File: src/rtl/uart_pkg.sv
// -----------------------------------------------------------------------------
// uart_pkg
// Shared definitions for the oversampling UART receiver:
//   - state_t      : receiver FSM states
//   - PAR_*        : parity mode codes as presented on parity_mode
//   - STOP_*       : stop bit codes as presented on stop_bits
//   - maj3()       : 2-of-3 majority vote used by the optional majority
//                    sampler (macro UART_RX_MAJORITY_EN)
// -----------------------------------------------------------------------------
package uart_pkg;

    typedef enum logic [2:0] {
        IDLE     = 3'd0,
        START    = 3'd1,
        DATA     = 3'd2,
        PARITY   = 3'd3,
        STOP     = 3'd4,
        BRK_WAIT = 3'd5
    } state_t;

    localparam logic [2:0] PAR_NONE  = 3'd0;
    localparam logic [2:0] PAR_ODD   = 3'd1;
    localparam logic [2:0] PAR_EVEN  = 3'd2;
    localparam logic [2:0] PAR_MARK  = 3'd3;
    localparam logic [2:0] PAR_SPACE = 3'd4;

    localparam logic [1:0] STOP_1   = 2'd0;
    localparam logic [1:0] STOP_1P5 = 2'd1;
    localparam logic [1:0] STOP_2   = 2'd2;

    function automatic logic maj3(input logic a, input logic b, input logic c);
        return (a & b) | (a & c) | (b & c);
    endfunction

endpackage

File: src/rtl/uart_rx_fifo.sv
// -----------------------------------------------------------------------------
// uart_rx_fifo
// Synchronous FIFO holding received words with their error flags.
// The head entry is read straight from the storage registers, so a push into
// an empty FIFO becomes visible on the following clock (no fall-through).
// A push while full is accepted only when a pop happens in the same cycle.
//
// Ports:
//   clk      in   clock
//   reset    in   synchronous active-high reset
//   push_i   in   write wdata_i
//   wdata_i  in   entry to store
//   pop_i    in   remove the head entry
//   rdata_o  out  head entry (stable until popped)
//   full_o   out  all entries occupied
//   empty_o  out  no entries
// -----------------------------------------------------------------------------
module uart_rx_fifo #(
    parameter int W     = 12,
    parameter int DEPTH = 4
) (
    input  logic         clk,
    input  logic         reset,
    input  logic         push_i,
    input  logic [W-1:0] wdata_i,
    input  logic         pop_i,
    output logic [W-1:0] rdata_o,
    output logic         full_o,
    output logic         empty_o
);

    localparam int AW = $clog2(DEPTH);

    logic [W-1:0]  mem_q [DEPTH];
    logic [AW-1:0] wr_ptr_q;
    logic [AW-1:0] rd_ptr_q;
    logic [AW:0]   count_q;
    logic          do_push_s;
    logic          do_pop_s;

    assign full_o    = (count_q == (AW+1)'(DEPTH));
    assign empty_o   = (count_q == (AW+1)'(0));
    assign do_pop_s  = pop_i & ~empty_o;
    // A full FIFO still takes a push when the head leaves in the same cycle.
    assign do_push_s = push_i & (~full_o | do_pop_s);
    assign rdata_o   = mem_q[rd_ptr_q];

    // Storage, pointers and occupancy count.
    always_ff @(posedge clk) begin
        if (reset) begin
            for (int i = 0; i < DEPTH; i++) begin
                mem_q[i] <= '0;
            end
            wr_ptr_q <= '0;
            rd_ptr_q <= '0;
            count_q  <= '0;
        end else begin
            if (do_push_s) begin
                mem_q[wr_ptr_q] <= wdata_i;
                wr_ptr_q        <= wr_ptr_q + AW'(1);
            end
            if (do_pop_s) begin
                rd_ptr_q <= rd_ptr_q + AW'(1);
            end
            case ({do_push_s, do_pop_s})
                2'b10:   count_q <= count_q + (AW+1)'(1);
                2'b01:   count_q <= count_q - (AW+1)'(1);
                default: count_q <= count_q;
            endcase
        end
    end

endmodule

File: src/rtl/uart_rx_ovs.sv
// -----------------------------------------------------------------------------
// uart_rx_ovs
// Oversampling UART receiver with configurable word length (5..MAX_DATA_BITS),
// parity (none/odd/even/mark/space) and 1, 1.5 or 2 stop bits. Detects false
// starts, framing errors, parity errors and line breaks, and queues each word
// with its flags in a small FIFO behind a valid/ready interface.
//
// Optional macro UART_RX_MAJORITY_EN: each bit (start included) is the 2-of-3
// majority of rxs at tick SP-1, SP and SP+1, decided at SP+1. Undefined: a
// single sample at SP.
//
// Ports:
//   clk              in   system clock
//   reset            in   synchronous active-high reset
//   rx               in   asynchronous serial line, idle high
//   s_tick           in   OVS x baud enable pulse
//   data_bits        in   data bit count, clamped to 5..MAX_DATA_BITS
//   stop_bits        in   0: 1 stop, 1: 1.5 stop, 2/3: 2 stop
//   parity_mode      in   0 none, 1 odd, 2 even, 3 mark, 4 space, 5-7 none
//   dout             out  FIFO head word, right-justified
//   dout_parity_err  out  head word parity error
//   dout_frame_err   out  head word framing error
//   dout_break       out  head word is a line break
//   dout_valid       out  FIFO not empty
//   dout_ready       in   consumer takes the head word
//   overrun          out  one-clk pulse when a word is dropped (FIFO full)
//   busy             out  FSM not in IDLE
// -----------------------------------------------------------------------------
module uart_rx_ovs
    import uart_pkg::*;
#(
    parameter int OVS           = 16,
    parameter int MAX_DATA_BITS = 9,
    parameter int FIFO_DEPTH    = 4
) (
    input  logic                     clk,
    input  logic                     reset,
    input  logic                     rx,
    input  logic                     s_tick,
    input  logic [3:0]               data_bits,
    input  logic [1:0]               stop_bits,
    input  logic [2:0]               parity_mode,
    output logic [MAX_DATA_BITS-1:0] dout,
    output logic                     dout_parity_err,
    output logic                     dout_frame_err,
    output logic                     dout_break,
    output logic                     dout_valid,
    input  logic                     dout_ready,
    output logic                     overrun,
    output logic                     busy
);

    localparam int SP = OVS/2 - 1;
`ifdef UART_RX_MAJORITY_EN
    localparam int DP = SP + 1;
`else
    localparam int DP = SP;
`endif
    // The stop phase counts past OVS-1 (up to DP+OVS for two stop bits).
    localparam int S_W = $clog2(2*OVS);
    localparam int FW  = MAX_DATA_BITS + 3;

    // Line synchroniser and edge detector.
    logic rx_meta_q, rxs_q, rxs_prev_q;

    // FSM and frame datapath.
    state_t                   state_q, state_d;
    logic [S_W-1:0]           s_q, s_d;
    logic [3:0]               bit_cnt_q, bit_cnt_d;
    logic [3:0]               nbits_q, nbits_d;
    logic [1:0]               stop_q, stop_d;
    logic [2:0]               par_q, par_d;
    logic [MAX_DATA_BITS-1:0] data_q, data_d;
    logic                     perr_q, perr_d;
    logic                     zero_q, zero_d;
    logic                     overrun_q, overrun_d;

    logic                     fall_s;
    logic                     bit_s;
    logic                     par_exp_s;
    logic [3:0]               nbits_cfg_s;
    logic [2:0]               par_cfg_s;
    logic [S_W-1:0]           stop_end_s;
    logic                     push_s;
    logic                     pop_s;
    logic                     full_s;
    logic                     empty_s;
    logic [FW-1:0]            wdata_s;
    logic [FW-1:0]            rdata_s;

`ifdef UART_RX_MAJORITY_EN
    logic [1:0] samp_q, samp_d;
    assign bit_s = maj3(samp_q[0], samp_q[1], rxs_q);
`else
    assign bit_s = rxs_q;
`endif

    assign fall_s = rxs_prev_q & ~rxs_q;

    // Frame configuration as it will be latched at the start edge.
    always_comb begin
        if (data_bits < 4'd5) begin
            nbits_cfg_s = 4'd5;
        end else if (data_bits > 4'(MAX_DATA_BITS)) begin
            nbits_cfg_s = 4'(MAX_DATA_BITS);
        end else begin
            nbits_cfg_s = data_bits;
        end
        if (parity_mode > PAR_SPACE) begin
            par_cfg_s = PAR_NONE;
        end else begin
            par_cfg_s = parity_mode;
        end
    end

    // Stop-phase tick offset at which the frame is finished.
    always_comb begin
        case (stop_q)
            STOP_1:   stop_end_s = S_W'(DP);
            STOP_1P5: stop_end_s = S_W'(DP + OVS/2);
            default:  stop_end_s = S_W'(DP + OVS);
        endcase
    end

    // Expected parity bit; unreceived upper data bits are zero and drop out.
    always_comb begin
        case (par_q)
            PAR_ODD:   par_exp_s = ~^data_q;
            PAR_EVEN:  par_exp_s = ^data_q;
            PAR_MARK:  par_exp_s = 1'b1;
            PAR_SPACE: par_exp_s = 1'b0;
            default:   par_exp_s = 1'b0;
        endcase
    end

    // Entry layout: {break, frame_err, parity_err, data}. A break always has
    // a low stop sample, so its frame error comes out set as well.
    assign wdata_s = {zero_q & ~bit_s, ~bit_s, perr_q, data_q};

    // Next-state and datapath logic for the receiver FSM.
    always_comb begin
        state_d   = state_q;
        s_d       = s_q;
        bit_cnt_d = bit_cnt_q;
        nbits_d   = nbits_q;
        stop_d    = stop_q;
        par_d     = par_q;
        data_d    = data_q;
        perr_d    = perr_q;
        zero_d    = zero_q;
        push_s    = 1'b0;
`ifdef UART_RX_MAJORITY_EN
        samp_d    = samp_q;
        if (s_tick && (s_q == S_W'(SP - 1))) begin
            samp_d[0] = rxs_q;
        end else begin
            samp_d[0] = samp_q[0];
        end
        if (s_tick && (s_q == S_W'(SP))) begin
            samp_d[1] = rxs_q;
        end else begin
            samp_d[1] = samp_q[1];
        end
`endif
        case (state_q)
            IDLE: begin
                if (fall_s) begin
                    state_d   = START;
                    s_d       = '0;
                    bit_cnt_d = 4'd0;
                    nbits_d   = nbits_cfg_s;
                    stop_d    = stop_bits;
                    par_d     = par_cfg_s;
                    data_d    = '0;
                    perr_d    = 1'b0;
                    zero_d    = 1'b1;
                end else begin
                    state_d = IDLE;
                end
            end
            START: begin
                if (s_tick) begin
                    if ((s_q == S_W'(DP)) && bit_s) begin
                        state_d = IDLE;   // line went back high: false start
                        s_d     = '0;
                    end else if (s_q == S_W'(OVS - 1)) begin
                        state_d = DATA;
                        s_d     = '0;
                    end else begin
                        s_d = s_q + S_W'(1);
                    end
                end else begin
                    s_d = s_q;
                end
            end
            DATA: begin
                if (s_tick) begin
                    if (s_q == S_W'(OVS - 1)) begin
                        s_d = '0;
                        if (bit_cnt_q == nbits_q - 4'd1) begin
                            bit_cnt_d = 4'd0;
                            state_d   = (par_q == PAR_NONE) ? STOP : PARITY;
                        end else begin
                            bit_cnt_d = bit_cnt_q + 4'd1;
                        end
                    end else begin
                        s_d = s_q + S_W'(1);
                        if (s_q == S_W'(DP)) begin
                            for (int i = 0; i < MAX_DATA_BITS; i++) begin
                                data_d[i] = (bit_cnt_q == 4'(i)) ? bit_s : data_q[i];
                            end
                            zero_d = zero_q & ~bit_s;
                        end else begin
                            data_d = data_q;
                        end
                    end
                end else begin
                    s_d = s_q;
                end
            end
            PARITY: begin
                if (s_tick) begin
                    if (s_q == S_W'(OVS - 1)) begin
                        s_d     = '0;
                        state_d = STOP;
                    end else begin
                        s_d = s_q + S_W'(1);
                        if (s_q == S_W'(DP)) begin
                            perr_d = (bit_s != par_exp_s);
                            zero_d = zero_q & ~bit_s;
                        end else begin
                            perr_d = perr_q;
                        end
                    end
                end else begin
                    s_d = s_q;
                end
            end
            STOP: begin
                if (s_tick) begin
                    s_d = s_q + S_W'(1);
                    if (s_q == S_W'(DP)) begin
                        push_s = 1'b1;
                        if (zero_q && !bit_s) begin
                            state_d = BRK_WAIT;
                            s_d     = '0;
                        end else if (stop_end_s == S_W'(DP)) begin
                            state_d = IDLE;
                            s_d     = '0;
                        end else begin
                            state_d = STOP;
                        end
                    end else if (s_q == stop_end_s) begin
                        state_d = IDLE;
                        s_d     = '0;
                    end else begin
                        state_d = STOP;
                    end
                end else begin
                    s_d = s_q;
                end
            end
            BRK_WAIT: begin
                if (rxs_q) begin
                    state_d = IDLE;
                end else begin
                    state_d = BRK_WAIT;
                end
            end
            default: begin
                state_d = IDLE;
            end
        endcase
    end

    assign pop_s     = ~empty_s & dout_ready;
    assign overrun_d = push_s & full_s & ~pop_s;

    // FSM state register.
    always_ff @(posedge clk) begin
        if (reset) begin
            state_q <= IDLE;
        end else begin
            state_q <= state_d;
        end
    end

    // Synchroniser, frame datapath and overrun pulse registers.
    always_ff @(posedge clk) begin
        if (reset) begin
            rx_meta_q  <= 1'b1;
            rxs_q      <= 1'b1;
            rxs_prev_q <= 1'b1;
            s_q        <= '0;
            bit_cnt_q  <= 4'd0;
            nbits_q    <= 4'd0;
            stop_q     <= 2'd0;
            par_q      <= 3'd0;
            data_q     <= '0;
            perr_q     <= 1'b0;
            zero_q     <= 1'b0;
            overrun_q  <= 1'b0;
`ifdef UART_RX_MAJORITY_EN
            samp_q     <= 2'b00;
`endif
        end else begin
            rx_meta_q  <= rx;
            rxs_q      <= rx_meta_q;
            rxs_prev_q <= rxs_q;
            s_q        <= s_d;
            bit_cnt_q  <= bit_cnt_d;
            nbits_q    <= nbits_d;
            stop_q     <= stop_d;
            par_q      <= par_d;
            data_q     <= data_d;
            perr_q     <= perr_d;
            zero_q     <= zero_d;
            overrun_q  <= overrun_d;
`ifdef UART_RX_MAJORITY_EN
            samp_q     <= samp_d;
`endif
        end
    end

    uart_rx_fifo #(
        .W     (FW),
        .DEPTH (FIFO_DEPTH)
    ) u_fifo (
        .clk     (clk),
        .reset   (reset),
        .push_i  (push_s),
        .wdata_i (wdata_s),
        .pop_i   (pop_s),
        .rdata_o (rdata_s),
        .full_o  (full_s),
        .empty_o (empty_s)
    );

    assign dout            = rdata_s[MAX_DATA_BITS-1:0];
    assign dout_parity_err = rdata_s[MAX_DATA_BITS];
    assign dout_frame_err  = rdata_s[MAX_DATA_BITS+1];
    assign dout_break      = rdata_s[MAX_DATA_BITS+2];
    assign dout_valid      = ~empty_s;
    assign overrun         = overrun_q;
    assign busy            = (state_q != IDLE);

endmodule

File: config.mk
export PLATFORM = sky130hd
export DESIGN_NAME = uart_rx_ovs
export DESIGN_NICKNAME = d
export VERILOG_FILES = /design/src/rtl/uart_pkg.sv /design/src/rtl/uart_rx_fifo.sv /design/src/rtl/uart_rx_ovs.sv
export SDC_FILE = /design/constraint.sdc
export NUM_CORES = 1
export LEC_CHECK = 0
export BUFFER_PORTS_ARGS = -buffer_cell sky130_fd_sc_hd__buf_4
export CAP_MARGIN = 0
export CORE_UTILIZATION = 45
export CTS_CLUSTER_DIAMETER = 120
export DETAILED_ROUTE_END_ITERATION = 6
export GPL_ROUTABILITY_DRIVEN = 0
export SYNTH_ARGS = -nofsm -noshare
export SYNTH_HDL_FRONTEND = slang
export SYNTH_HIERARCHICAL = 1
export SYNTH_SLANG_ARGS = --single-unit
export TNS_END_PERCENT = 30
File: constraint.sdc
create_clock -name clk -period 3.3 [get_ports clk]
set_input_delay 0.66 -clock clk [delete_from_list [all_inputs] [get_ports clk]]
set_output_delay 0.66 -clock clk [all_outputs]
set_load 0.03 [all_outputs]
Word-level counts from Yosys, hierarchy flattened
Memory sizes are Yosys's and may differ from the RTL's. A register that Yosys moved wholly into a read port is not among the register bits. Cells that the tools add are included.

Add/sub/neg operators: 7. Magnitude comparators: 3. Equal/unequal tests: 51. Muxes and demuxes: 76. Bitwise operators: 12. Reduce and logical (&&, ||, !) cells: 33.

Operators by type and width (number): 6-bit AND reduction (9); 5-bit two-way mux (10); 3-bit two-way mux (16); 2-bit != test, second input constant (22); 9-bit two-way mux (4); 1-bit two-way mux (27); 4-bit two-way mux (6); 5-bit case mux with 4 select lines (1); 3-bit case mux with 6 select lines (1); 9-bit case mux with 2 select lines (1); 4-bit by 3-bit equality test with 1-bit output, second input constant (4); 5-bit AND reduction (3); 3-bit by 2-bit equality test with 1-bit output, second input constant (4); 12-bit two-way mux (1); 12-bit OR reduction (1); 5-bit by 3-bit equality test with 1-bit output, second input constant (2); 5-bit case mux with 2 select lines (1); 3-bit equality test, second input constant (3); 3-bit logical NOT (3); 9-bit XNOR reduction (1); 9-bit parity (1); 4-bit by 2-bit equality test with 1-bit output, second input constant (2); 4-bit case mux with 2 select lines (1); 8-bit AND reduction (1); 37 further kinds (57).

Register bits after elaboration: 43. Memory bits (writable): 48. Memories kept: 1.

Memory list: u_fifo.mem_q (depth 4, width 12, rd ports 1, clocked after Yosys merged registers in 1, wr ports 4, line uart_rx_fifo.sv:34) `logic [W-1:0] mem_q [DEPTH];`.

Longest topological paths before layout
Gate-level depths: netlist of the first run.

Word-level depth: 11. Gate-level depth with buffers: 11.

Cells and area by module
The synthesis of the first run kept the hierarchy.

Modules (own cells, without submodules): uart_rx_fifo (instances 1, cells each 169, area each 2517.4 um^2, seq. area each 1621.6 um^2); uart_rx_ovs (instances 1, cells each 273, area each 2147.1 um^2, seq. area each 720.7 um^2).

Worst setup path before layout of the first run
No wires, ideal clock.

Kind: register to register. Start point: register s_q[0]. End point: memory u_fifo.mem_q[1][0], enable pin. Library setup time: 400 ps. Data arrival time: 2215 ps. Data required time: 2900 ps. Setup slack: 685 ps. Stages on the path, launching flop included: 7. Cells stage by stage: dfxtp_1 > ha_1 > and4bb_2 > nand2_1 > nor2_1 > nand2_1 > o31ai_1.

RTL lines: start, declared (line uart_rx_ovs.sv:68) `logic [S_W-1:0] s_q, s_d;`; start signal, assigned (line uart_rx_ovs.sv:294) `s_q <= '0;`; start signal, assigned (line uart_rx_ovs.sv:310) `s_q <= s_d;`; end, declared (line uart_rx_fifo.sv:34).

Final worst setup path of the first run
Start point: register u_fifo.count_q[1]. End point: register u_fifo.count_q[2].

Word-level cells in the longest chain between the ends: 8. Elaborated cells on any way between the ends: 14. Those cells by class: 2 x add/sub; 3 x eq/ne; 1 x mux; 6 x bitwise; 2 x reduce/logical.

Ends and longest elaborated chain: start, declared (line uart_rx_fifo.sv:37) `logic [AW:0] count_q;`; start signal, assigned (line uart_rx_fifo.sv:66) `2'b10: count_q <= count_q + (AW+1)'(1);`; start signal, assigned (line uart_rx_fifo.sv:67) `2'b01: count_q <= count_q - (AW+1)'(1);`; start signal, assigned (line uart_rx_fifo.sv:68) `default: count_q <= count_q;`; 3-bit logical NOT * (line uart_rx_fifo.sv:42) `assign empty_o = (count_q == (AW+1)'(0));`; named net empty_s (line uart_rx_ovs.sv:87) `logic empty_s;`; 1-bit NOT * (line uart_rx_ovs.sv:276) `assign pop_s = ~empty_s & dout_ready;`; 1-bit bitwise AND * (line uart_rx_ovs.sv:276); named net pop_s (line uart_rx_ovs.sv:85) `logic pop_s;`; 1-bit bitwise AND * (line uart_rx_fifo.sv:43) `assign do_pop_s = pop_i & ~empty_o;`; 1-bit OR (line uart_rx_fifo.sv:45) `assign do_push_s = push_i & (~full_o | do_pop_s);`; 1-bit bitwise AND (line uart_rx_fifo.sv:45); 2-bit by 1-bit equality test with 1-bit output or 2-bit equality test (tied branches) (line uart_rx_fifo.sv:65) `case ({do_push_s, do_pop_s})`; 3-bit case mux with 2 select lines or 2-bit nonzero test (tied branches).

Mark *: on every way through the listed nets, which the timed path passes. The rest lies on a longest branch. A chain may end at the register's enable or synchronous reset.

==> out/results.tsv, run 1 <==
stage	metric	value	unit
routing	vias	3221	
synthesis	top cell type's share of synthesized area	30.90	%
floorplan	die width	103.8	um
place	placed cells	591	
job	max-cap violations	0	
timing	worst setup margin	439.8	ps
routing	Vias/cell	5.306	
clock_network	Num CTS Buffers	9	
floorplan	initial core utilization	47.07	%
clock_network	CTS tree	yes	
final_layout	fin cells	607	
global_routing	first-pass GRT wire length	15.54	mm
floorplan	Std-Cell Rows	36	
global_routing	largest net degree at the start of global routing	50	
routing	Remaining DRCs	0	
synthesis	top post-synthesis cells by area	edfxtp_1, dfxtp_1, and2_1	
floorplan	Core ar.	9910	um2
critical_path	WP data arrival	3160	ps
critical_path	critical path cell sequence	nor3_1 > nor2b_1 > nor4b_4 > nand2b_1 > ha_1 > inv_1 > fa_1 > xor2_1 > or3_1 > a21oi_1	
clock_network	clock sinks	93	
synthesis	sequential area share after synthesis	50.21	%
synthesis	Ys Warns	6	
place	Area after DPL	5006	um2
pwr	Flop pwr share	58.9	%
final_layout	Layout Nets	493	
pwr	Comb pwr share	6.9	%
critical_path	critical path class	register to register	
global_routing	number of global-route vias before repair	3107	
timing	Setup Skew	10.09	ps
critical_path	Crit-path slowest cell	nor4b_4	
place	DP Worst Slack	380.6	ps
timing	final hold violations	0	
global_routing	GRT overflow	0	
place	# port buffers	28	
synthesis	number of flops mapped to enable cells by yosys	48	
routing	drt first pass iters	4	
pwr	clock share of power	34.2	%
pwr	Lkg Pwr	1.833	nW
final_layout	Antenna Cells	0	
clock_network	Bufs on Longest Clock Path	2	
critical_path	CP Max Fanout	7	
timing	crit path time final	2860	ps
clock_network	Post-CTS Hold Buffers	0	
routing	DRT Wirelength	9.222	mm
clock_network	Root Driver	clkbuf_8	
final_layout	share of layout cells above drive strength 1	17.30	%
timing	Tcrit/Tclk final	86.67	%
clock_network	post-CTS sizing	0	
global_routing	initial antenna violation count	0	
floorplan	IO Pins	29	
timing	worst hold slack	422.4	ps
run_status	status	completed	
pwr	Max VDD drop	0.2108	mV
synthesis	Synth area leader	edfxtp_1	
floorplan	Die Area	10780	um2
clock_network	CTS clk-pin slew, worst paths	100	ps
hold_path	worst hold path type	register to register	
critical_path	worst stage delay on the critical path	450	ps
synthesis	Cells after Synth	442	
final_layout	final instance area	5195	um2
clock_network	clock latency on the worst-skew pair	370	ps
synthesis	Syn Nets	466	
routing	antenna-violating nets left	0	
clock_network	Post-CTS Setup Inserts	0	
pwr	switching power	550.0	uW
pwr	Power Density	413.3	nW/um2
pwr	fraction of power spent switching nets	25.61	%
timing	final-report setup violation count	0	
synthesis	mapped cell area	4664	um2
timing	Worst-Margin Slew	599.8	ps
synthesis	#FFs+latches synth	93	
critical_path	CP Data Required Time	3600	ps
timing	setup_tns	0	ps
routing	drt first-iter violations	91	
floorplan	Chip Height	103.8	um
timing	Final Max Slew Viols	0	
synthesis	asr flop ratio synth	0	%
timing	unrepaired setup endpoints after global routing	no	
final_layout	fill count	931	
place	hpwl dp	6.278	mm
final_layout	area grow syn2layout	11.37	%
synthesis	top_reg_cell synth	edfxtp_1	
timing	Max Freq	349.6	MHz
synthesis	post-synth cell types	61	
critical_path	Critical Path Source Type	register	
routing	WL/cell	15.19	um
timing	slew margin rel.	59.96	%
global_routing	total track usage	18.29	%
synthesis	Avg Synthesized Cell Area	10.55	um2
clock_network	H-tree Lvls	3	
pwr	Int Power	1.597	mW
critical_path	Critical Path End Type	register	
per-stage QoR:
stage,util (%),total power [mW]
after CTS,52.42,2.176
final,52.42,2.147
after detailed placement,50.52,1.441
after global routing,52.42,2.242
after global placement,50.52,1.438
after floorplan,-,1.389
power groups by stage:
stage / Clock, mW / Combinational [mW] / Sequential [mW]
3_5_place_dp: 0 / 0.150 / 1.29
3_3_place_gp: 0 / 0.148 / 1.29
5_1_grt: 0.810 / 0.163 / 1.27
6_report: 0.735 / 0.149 / 1.26
4_1_cts: 0.761 / 0.150 / 1.26
2_1_floorplan: 0 / 0.106 / 1.28
final timing paths:
path                                   startpoint                 to  slack (ps)  cells after the start
worst min-delay path                    rx_meta_q              bit_s         420                      1
worst max register to register  u_fifo/count_q[1]  u_fifo/count_q[2]         440                     10
worst min register to register          rx_meta_q              bit_s         420                      1
worst max-delay path            u_fifo/count_q[1]  u_fifo/count_q[2]         440                     10
registers in the layout, summed over array words and instances, names as in the netlist, named ones only:
register / cells
s_q: 5
overrun: 1
stop_q: 2
state_q: 3
u_fifo/count_q: 3
perr_q: 1
bit_s: 1
u_fifo/mem_q: 48
rxs_prev_q: 1
rx_meta_q: 1
u_fifo/rd_ptr_q: 2
bit_cnt_q: 4
data_q: 9
zero_q: 1
par_q: 3
nbits_q: 4
u_fifo/wr_ptr_q: 2
metal layers:
metal  wire [um]  global-route usage (%)  vias to the layer above
met5           0                       0                        -
met1        4325                   24.07                     1521
met2        4462                   30.33                       64
met3         280                   2.643                       13
li1            -                       -                     1623
met4         153                   7.347                        0
synth_stat cells, drive strengths merged, types with 3 or more instances:
library cell   n
nor2b          8
and2b          3
nand3b         5
mux4          12
and3           3
dfxtp         45
or3            4
clkbuf        16
o21ai         24
xor2           5
inv           18
nor3           9
o21bai         3
nand2b         3
nand2         37
nor2          31
ha             9
buf            3
xnor2         11
or2            4
and2          52
nand3          9
edfxtp        48
nor4b          3
a21oi         42
placed cells by master (no fill, tap or decap), types with 2 or more instances in the layout:
cell,n
nor3_1,8
nor4bb_1,2
mux2i_1,2
nor4_1,2
a21oi_1,41
a32oi_1,2
o21bai_1,3
ha_1,9
clkbuf_8,9
xnor2_1,11
and2_1,50
a31oi_1,2
or3_1,4
nor2_1,31
and3_1,3
xor2_1,5
nand3_1,9
nand3b_1,5
dfxtp_1,45
edfxtp_1,48
and2b_2,3
inv_8,2
nor2b_1,8
clkinv_4,3
nand2_1,37
nand2b_1,3
a22oi_1,2
or2_2,4
o21ai_0,24
buf_4,35
inv_1,18
and2_2,2
mux4_2,12
cell families after synthesis:
family,Yosys count,share of synthesized area (%)
AO/OA/AOI/OAI,89,11.70
XOR/XNOR,17,3.487
adder cells (fa/ha/maj),10,2.843
buffers and inverters,37,3.433
flip-flops,93,50.21
multiplexers,15,6.465
AND/OR/NAND/NOR,181,21.86
area by class of cell:
type / instances / area (um2) / area share, %
clock inverters: 7 / 65.06 / 1.252
multi-input cells: 312 / 2167 / 41.71
repair buffers: 35 / 262.8 / 5.058
inverters: 18 / 67.56 / 1.301
clock buffers: 9 / 123.9 / 2.384
well taps: 133 / 166.4 / 3.203
flip-flops and latches: 93 / 2342 / 45.09
critical path, delay by kind of cell, from the launching register on:
kind                     cells  cell delay [ps]
AND/OR/NAND/NOR              5             1470
XOR/XNOR                     1              150
AO/OA/AOI/OAI                1              140
flip-flops                   1              380
buffers and inverters        1               60
adder cells (fa/ha/maj)      2              570
(Power assumes the default switching activity.)
==> run 2, diff against run 1 <==
--- a/config.mk
+++ b/config.mk
@@ -11,6 +11,7 @@
 export CTS_CLUSTER_DIAMETER = 120
 export DETAILED_ROUTE_END_ITERATION = 6
 export GPL_ROUTABILITY_DRIVEN = 0
+export MAX_ROUTING_LAYER = met4
 export SYNTH_ARGS = -nofsm -noshare
 export SYNTH_HDL_FRONTEND = slang
 export SYNTH_HIERARCHICAL = 1
==> run 2 against run 1 <==
  * Utilization stayed put
  * Final cell count stayed put
  * Fmax hardly changed
  * Total power hardly changed
  * Clock skew is 1.2 ps lower
  * Critical path depth stayed put
==> out/results.tsv, run 2 (same netlist as run 1, synthesis figures left out) <==
stage	metric	value	unit	change
final_layout	Layout Utilization	52.42	%	unchanged
clock_network	Post-CTS Setup Inserts	0		unchanged
floorplan	die width	103.8	um	unchanged
final_layout	Layout Nets	493		unchanged
timing	Final Max Slew Viols	0		unchanged
routing	drt first-iter violations	106		+16%
routing	drt first pass iters	4		unchanged
final_layout	area grow syn2layout	11.37	%	unchanged
floorplan	Std-Cell Rows	36		unchanged
routing	antenna-violating nets left	0		unchanged
critical_path	critical path cell sequence	nor3_1 > nor2b_1 > nor4b_4 > nand2b_1 > ha_1 > inv_1 > fa_1 > xor2_1 > or3_1 > a21oi_1		
timing	Setup Skew	8.934	ps	-1.154 ps
critical_path	Critical Path Source Type	register		
floorplan	Die Area	10780	um2	unchanged
timing	setup_tns	0	ps	unchanged
floorplan	Core ar.	9910	um2	unchanged
clock_network	Root Driver	clkbuf_8		
routing	Vias/cell	5.295		-0.22%
routing	Remaining DRCs	0		unchanged
critical_path	Worst Path Buf+Inv	1		unchanged
timing	Worst-Margin Slew	597.0	ps	-2.839 ps
critical_path	R2R depth	10		unchanged
global_routing	number of global-route vias before repair	3098		-0.29%
timing	final hold violations	0		unchanged
hold_path	Hold Crit Depth	1		unchanged
global_routing	largest net degree at the start of global routing	50		unchanged
critical_path	Crit-path slowest cell	nor4b_4		
floorplan	initial core utilization	47.07	%	unchanged
floorplan	IO Pins	29		unchanged
clock_network	CTS tree	yes		
clock_network	post-CTS sizing	0		unchanged
final_layout	Antenna Cells	0		unchanged
critical_path	critical path class	register to register		
place	# port buffers	28		unchanged
clock_network	Num CTS Buffers	9		unchanged
pwr	Max VDD drop	0.2108	mV	about the same
pwr	Lkg Pwr	1.833	nW	unchanged
floorplan	Chip Height	103.8	um	unchanged
routing	vias	3214		-0.22%
pwr	Power Density	413.3	nW/um2	about the same
pwr	Pwr Total	2.147	mW	about the same
global_routing	initial antenna violation count	0		unchanged
clock_network	H-tree Lvls	3		unchanged
job	max-cap violations	0		unchanged
critical_path	CP Max Fanout	7		unchanged
routing	DRT Wirelength	9.225	mm	about the same
global_routing	total track usage	18.86	%	+0.57 points
timing	unrepaired setup endpoints after global routing	no		
place	hpwl dp	6.278	mm	unchanged
final_layout	max reg flops	48		unchanged
critical_path	Worst path top cell family by delay	simple AND/OR/NAND/NOR gates		
clock_network	clock sinks	93		unchanged
critical_path	CP Data Required Time	3600	ps	about the same
critical_path	WP data arrival	3160	ps	about the same
global_routing	GRT overflow	0		unchanged
clock_network	Bufs on Longest Clock Path	2		unchanged
clock_network	clock latency on the worst-skew pair	370	ps	about the same
final_layout	Largest Register	u_fifo/mem_q		
run_status	status	completed		
timing	Max Freq	349.8	MHz	about the same
routing	WL/cell	15.20	um	about the same
final_layout	commonest non-fill, non-tap cell in the layout	and2_1		
critical_path	worst stage delay on the critical path	460	ps	about the same
final_layout	most frequent cells in the layout	and2_1, edfxtp_1, dfxtp_1		
clock_network	CTS clk-pin slew, worst paths	100	ps	about the same
hold_path	worst hold path type	register to register		
timing	Tcrit/Tclk final	86.64	%	about the same
final_layout	share of layout cells above drive strength 1	17.30	%	unchanged
global_routing	first-pass GRT wire length	15.55	mm	about the same
clock_network	Post-CTS Hold Buffers	0		unchanged
critical_path	Critical Path End Type	register		
timing	crit path time final	2859	ps	-1.241 ps
timing	final-report setup violation count	0		unchanged
critical_path	critical path depth	10		unchanged
timing	slew margin rel.	60.15	%	+0.19 points
final_layout	top flop regs	u_fifo/mem_q (48), data_q (9), s_q (5)		
run 2: report_power, final:
| part | total [mW] | switching (mW) | internal [mW] |
|---|---|---|---|
| logic | 0.148 | 0.0887 | 0.0597 |
| registers | 1.26 | 0.0172 | 1.25 |
| clock network | 0.735 | 0.444 | 0.291 |
run 2: stage by stage:
stage | worst slack (ps) | std cells | hold WS (ps) | area (um2)
floorplan | 684.6 | 442 | 389.5 | 4664
global placement | 458.2 | 591 | 400.5 | 5006
detailed placement | 380.6 | 591 | 404.4 | 5006
CTS | 443.2 | 607 | 427.3 | 5195
global route | 201.5 | 607 | 448.8 | 5195
finish | 441.0 | 607 | 421.3 | 5195
run 2: worst paths after layout:
path                          start                end  slack [ps]
setup reg to reg  u_fifo/count_q[1]  u_fifo/count_q[2]         440
setup / recovery  u_fifo/count_q[1]  u_fifo/count_q[2]         440
hold / removal            rx_meta_q              bit_s         420
hold reg to reg           rx_meta_q              bit_s         420
run 2: layout make-up:
cell class / instances / area (um2)
repair buffers: 35 / 262.8
multi-input cells: 312 / 2167
inverters: 18 / 67.56
fillers: 931 / 4715
well taps: 133 / 166.4
clock inverters: 7 / 65.06
clock buffers: 9 / 123.9
flip-flops and latches: 93 / 2342
run 2: worst register-to-register path: cells and delay by family, from the launching register on:
kind	cells	cell delay (ps)
AO/OA/AOI/OAI	1	140
adder cells (fa/ha/maj)	2	580
buffers and inverters	1	70
XOR/XNOR	1	150
AND/OR/NAND/NOR	5	1480
flip-flops	1	380
run 2: routing by layer:
layer | wire length, um | share of wire [%] | vias up | track usage (%)
met3 | 243 | 2.6 | 14 | 2.643
met1 | 4386 | 48 | 1517 | 24.19
met5 | 0 | 0 | - | -
met4 | 147 | 1.6 | 0 | 7.347
li1 | - | - | 1625 | -
met2 | 4448 | 48 | 58 | 30.29
==> run 3, diff against run 2 <==
==> constraint.sdc (replaced) <==
create_clock -name clk -period 3.5 [get_ports clk]
set_input_delay 0.7 -clock clk [delete_from_list [all_inputs] [get_ports clk]]
set_output_delay 0.7 -clock clk [all_outputs]
set_load 0.03 [all_outputs]
==> run 3 against run 2 <==
  * Final cell count did not move
  * Register-to-register slack better by 150 ps
  * Hold slack better by 1.5 ps
  * Flip-flop and latch count is the same
  * Design area increased by 0.43%
  * Setup slack improved by 150 ps
  * Combinational power decreased by 6%
==> out/results.tsv, run 3 (same netlist as run 1, synthesis figures left out) <==
stage	metric	value	unit	change
run_status	status	completed		
timing	Final Max Slew Viols	0		unchanged
pwr	Flop pwr share	56.8	%	-2.1 points
clock_network	Root Driver	clkbuf_8		
critical_path	critical path class	register to register		
critical_path	Crit-path slowest cell	nor4b_4		
final_layout	area occupied by multi-input gates	2167	um2	unchanged
global_routing	total track usage	18.90	%	+0.036 points
place	# port buffers	28		unchanged
pwr	Pwr Total	2.098	mW	-2.3%
critical_path	crit path from	u_fifo/count_q[1]		
pwr	Int Power	1.580	mW	-1.1%
pwr	Comb pwr share	6.6	%	-0.3 points
final_layout	Largest Register	u_fifo/mem_q		
critical_path	CP Max Fanout	7		unchanged
place	hpwl dp	6.172	mm	-1.7%
job	max-cap violations	0		unchanged
final_layout	FF/Latch Area	2342	um2	unchanged
clock_network	H-tree Lvls	3		unchanged
clock_network	Num CTS Buffers	9		unchanged
clock_network	CTS tree	yes		
critical_path	WP data arrival	3200	ps	+40 ps
final_layout	fill count	907		-2.6%
final_layout	commonest non-fill, non-tap cell in the layout	and2_1		
floorplan	Die Area	10780	um2	unchanged
final_layout	Antenna Cells	0		unchanged
floorplan	Core ar.	9910	um2	unchanged
clock_network	Bufs on Longest Clock Path	2		unchanged
final_layout	Layout Nets	493		unchanged
final_layout	max reg flops	48		unchanged
global_routing	first-pass GRT wire length	15.69	mm	+0.93%
routing	drt first pass iters	4		unchanged
pwr	clock share of power	36.5	%	+2.3 points
timing	slew margin rel.	60.67	%	+0.52 points
timing	Setup Skew	15.62	ps	+6.682 ps
hold_path	worst hold start	rx_meta_q		
routing	antenna-violating nets left	0		unchanged
timing	worst hold slack	422.7	ps	+1.464 ps
critical_path	critical path cell sequence	nor3_1 > nor2b_1 > nor4b_4 > nand2b_1 > ha_1 > inv_1 > fa_1 > xor2_1 > or3_1 > a21oi_1		
routing	vias	3221		+0.22%
final_layout	most frequent cells in the layout	and2_1, edfxtp_1, dfxtp_1		
clock_network	clock sinks	93		unchanged
clock_network	Post-CTS Hold Buffers	0		unchanged
floorplan	IO Pins	29		unchanged
pwr	Lkg Pwr	1.848	nW	+0.79%
pwr	Power Density	402.1	nW/um2	-2.7%
routing	DRT Wirelength	9.194	mm	-0.34%
final_layout	share of layout cells above drive strength 1	17.30	%	unchanged
floorplan	die width	103.8	um	unchanged
timing	Max Freq	344.2	MHz	-1.6%
final_layout	top flop regs	u_fifo/mem_q (48), data_q (9), s_q (5)		
critical_path	CP Data Required Time	3790	ps	+190 ps
clock_network	post-CTS sizing	0		unchanged
routing	Vias/cell	5.306		+0.22%
global_routing	initial antenna violation count	0		unchanged
routing	drt first-iter violations	93		-12%
routing	WL/cell	15.15	um	-0.34%
timing	Tcrit/Tclk final	83.01	%	-3.6 points
timing	final-report setup violation count	0		unchanged
hold_path	worst hold path type	register to register		
floorplan	initial core utilization	47.07	%	unchanged
timing	unrepaired setup endpoints after global routing	no		
final_layout	area grow syn2layout	11.86	%	
routing	Remaining DRCs	0		unchanged
global_routing	number of global-route vias before repair	3148		+1.6%
critical_path	Worst Path Buf+Inv	1		unchanged
critical_path	worst stage delay on the critical path	450	ps	about the same
timing	crit path time final	2905	ps	+46.43 ps
critical_path	Critical Path Source Type	register		
critical_path	Worst path top cell family by delay	simple AND/OR/NAND/NOR gates		
global_routing	largest net degree at the start of global routing	50		unchanged
pwr	switching power	518.0	uW	-5.8%
pwr	fraction of power spent switching nets	24.69	%	-0.91 points
timing	final hold violations	0		unchanged
pwr	Max VDD drop	0.1947	mV	-7.6%
floorplan	Std-Cell Rows	36		unchanged
timing	Worst-Margin Slew	589.1	ps	-7.854 ps
clock_network	clock latency on the worst-skew pair	360	ps	about the same
clock_network	Post-CTS Setup Inserts	0		unchanged
timing	setup_tns	0	ps	unchanged
critical_path	Critical Path End Type	register		
clock_network	CTS clk-pin slew, worst paths	100	ps	about the same
floorplan	Chip Height	103.8	um	unchanged
critical_path	r2r startpoint	u_fifo/count_q[1]		
global_routing	GRT overflow	0		unchanged
run 3: cell count changes in the layout (fill, tap and decap cells not counted), sizes merged:
cell and delta:
bufinv +1, clkinv -1, clkinvlp -1, inv +1
run 3: area by class of cell:
| type | count | share of cell area (%) |
|---|---|---|
| Inverter | 18 | 1.295 |
| Clock inverter | 7 | 1.679 |
| Tap cell | 133 | 3.189 |
| Multi-Input combinational cell | 312 | 41.53 |
| Sequential cell | 93 | 44.89 |
| Clock buffer | 9 | 2.374 |
| Timing Repair Buffer | 35 | 5.036 |
run 3: final timing paths:
path                  endpoint  slack, ps  cells after the start
max          u_fifo/count_q[2]        590                     10
min                      bit_s        420                      1
max reg2reg  u_fifo/count_q[2]        590                     10
min reg2reg              bit_s        420                      1
run 3: power groups by stage:
stage | Clock (mW) | Sequential, mW | Combinational [mW]
finish | 0.767 | 1.19 | 0.139
global route | 0.834 | 1.20 | 0.153
CTS | 0.788 | 1.19 | 0.142
detailed placement | 0 | 1.22 | 0.141
global placement | 0 | 1.22 | 0.139
floorplan | 0 | 1.21 | 0.100
run 3: routing by layer:
| layer | track usage (%) | vias to the layer above | part of all wire, % |
|---|---|---|---|
| met4 | 5.612 | 0 | 0.85 |
| met3 | 3.461 | 7 | 3.1 |
| li1 | - | 1623 | - |
| met1 | 23.69 | 1532 | 45 |
| met5 | - | - | 0 |
| met2 | 31.19 | 59 | 51 |
run 3: through the flow:
stage               util (%)  setup WS (ps)  instance area (um2)  instances
CTS                    52.65          599.8                 5218        607
finish                 52.65          594.6                 5218        607
floorplan                  -          855.0                 4664        442
global route           52.65          379.6                 5218        607
global placement       50.52          613.5                 5006        591
detailed placement     50.52          528.7                 5006        591
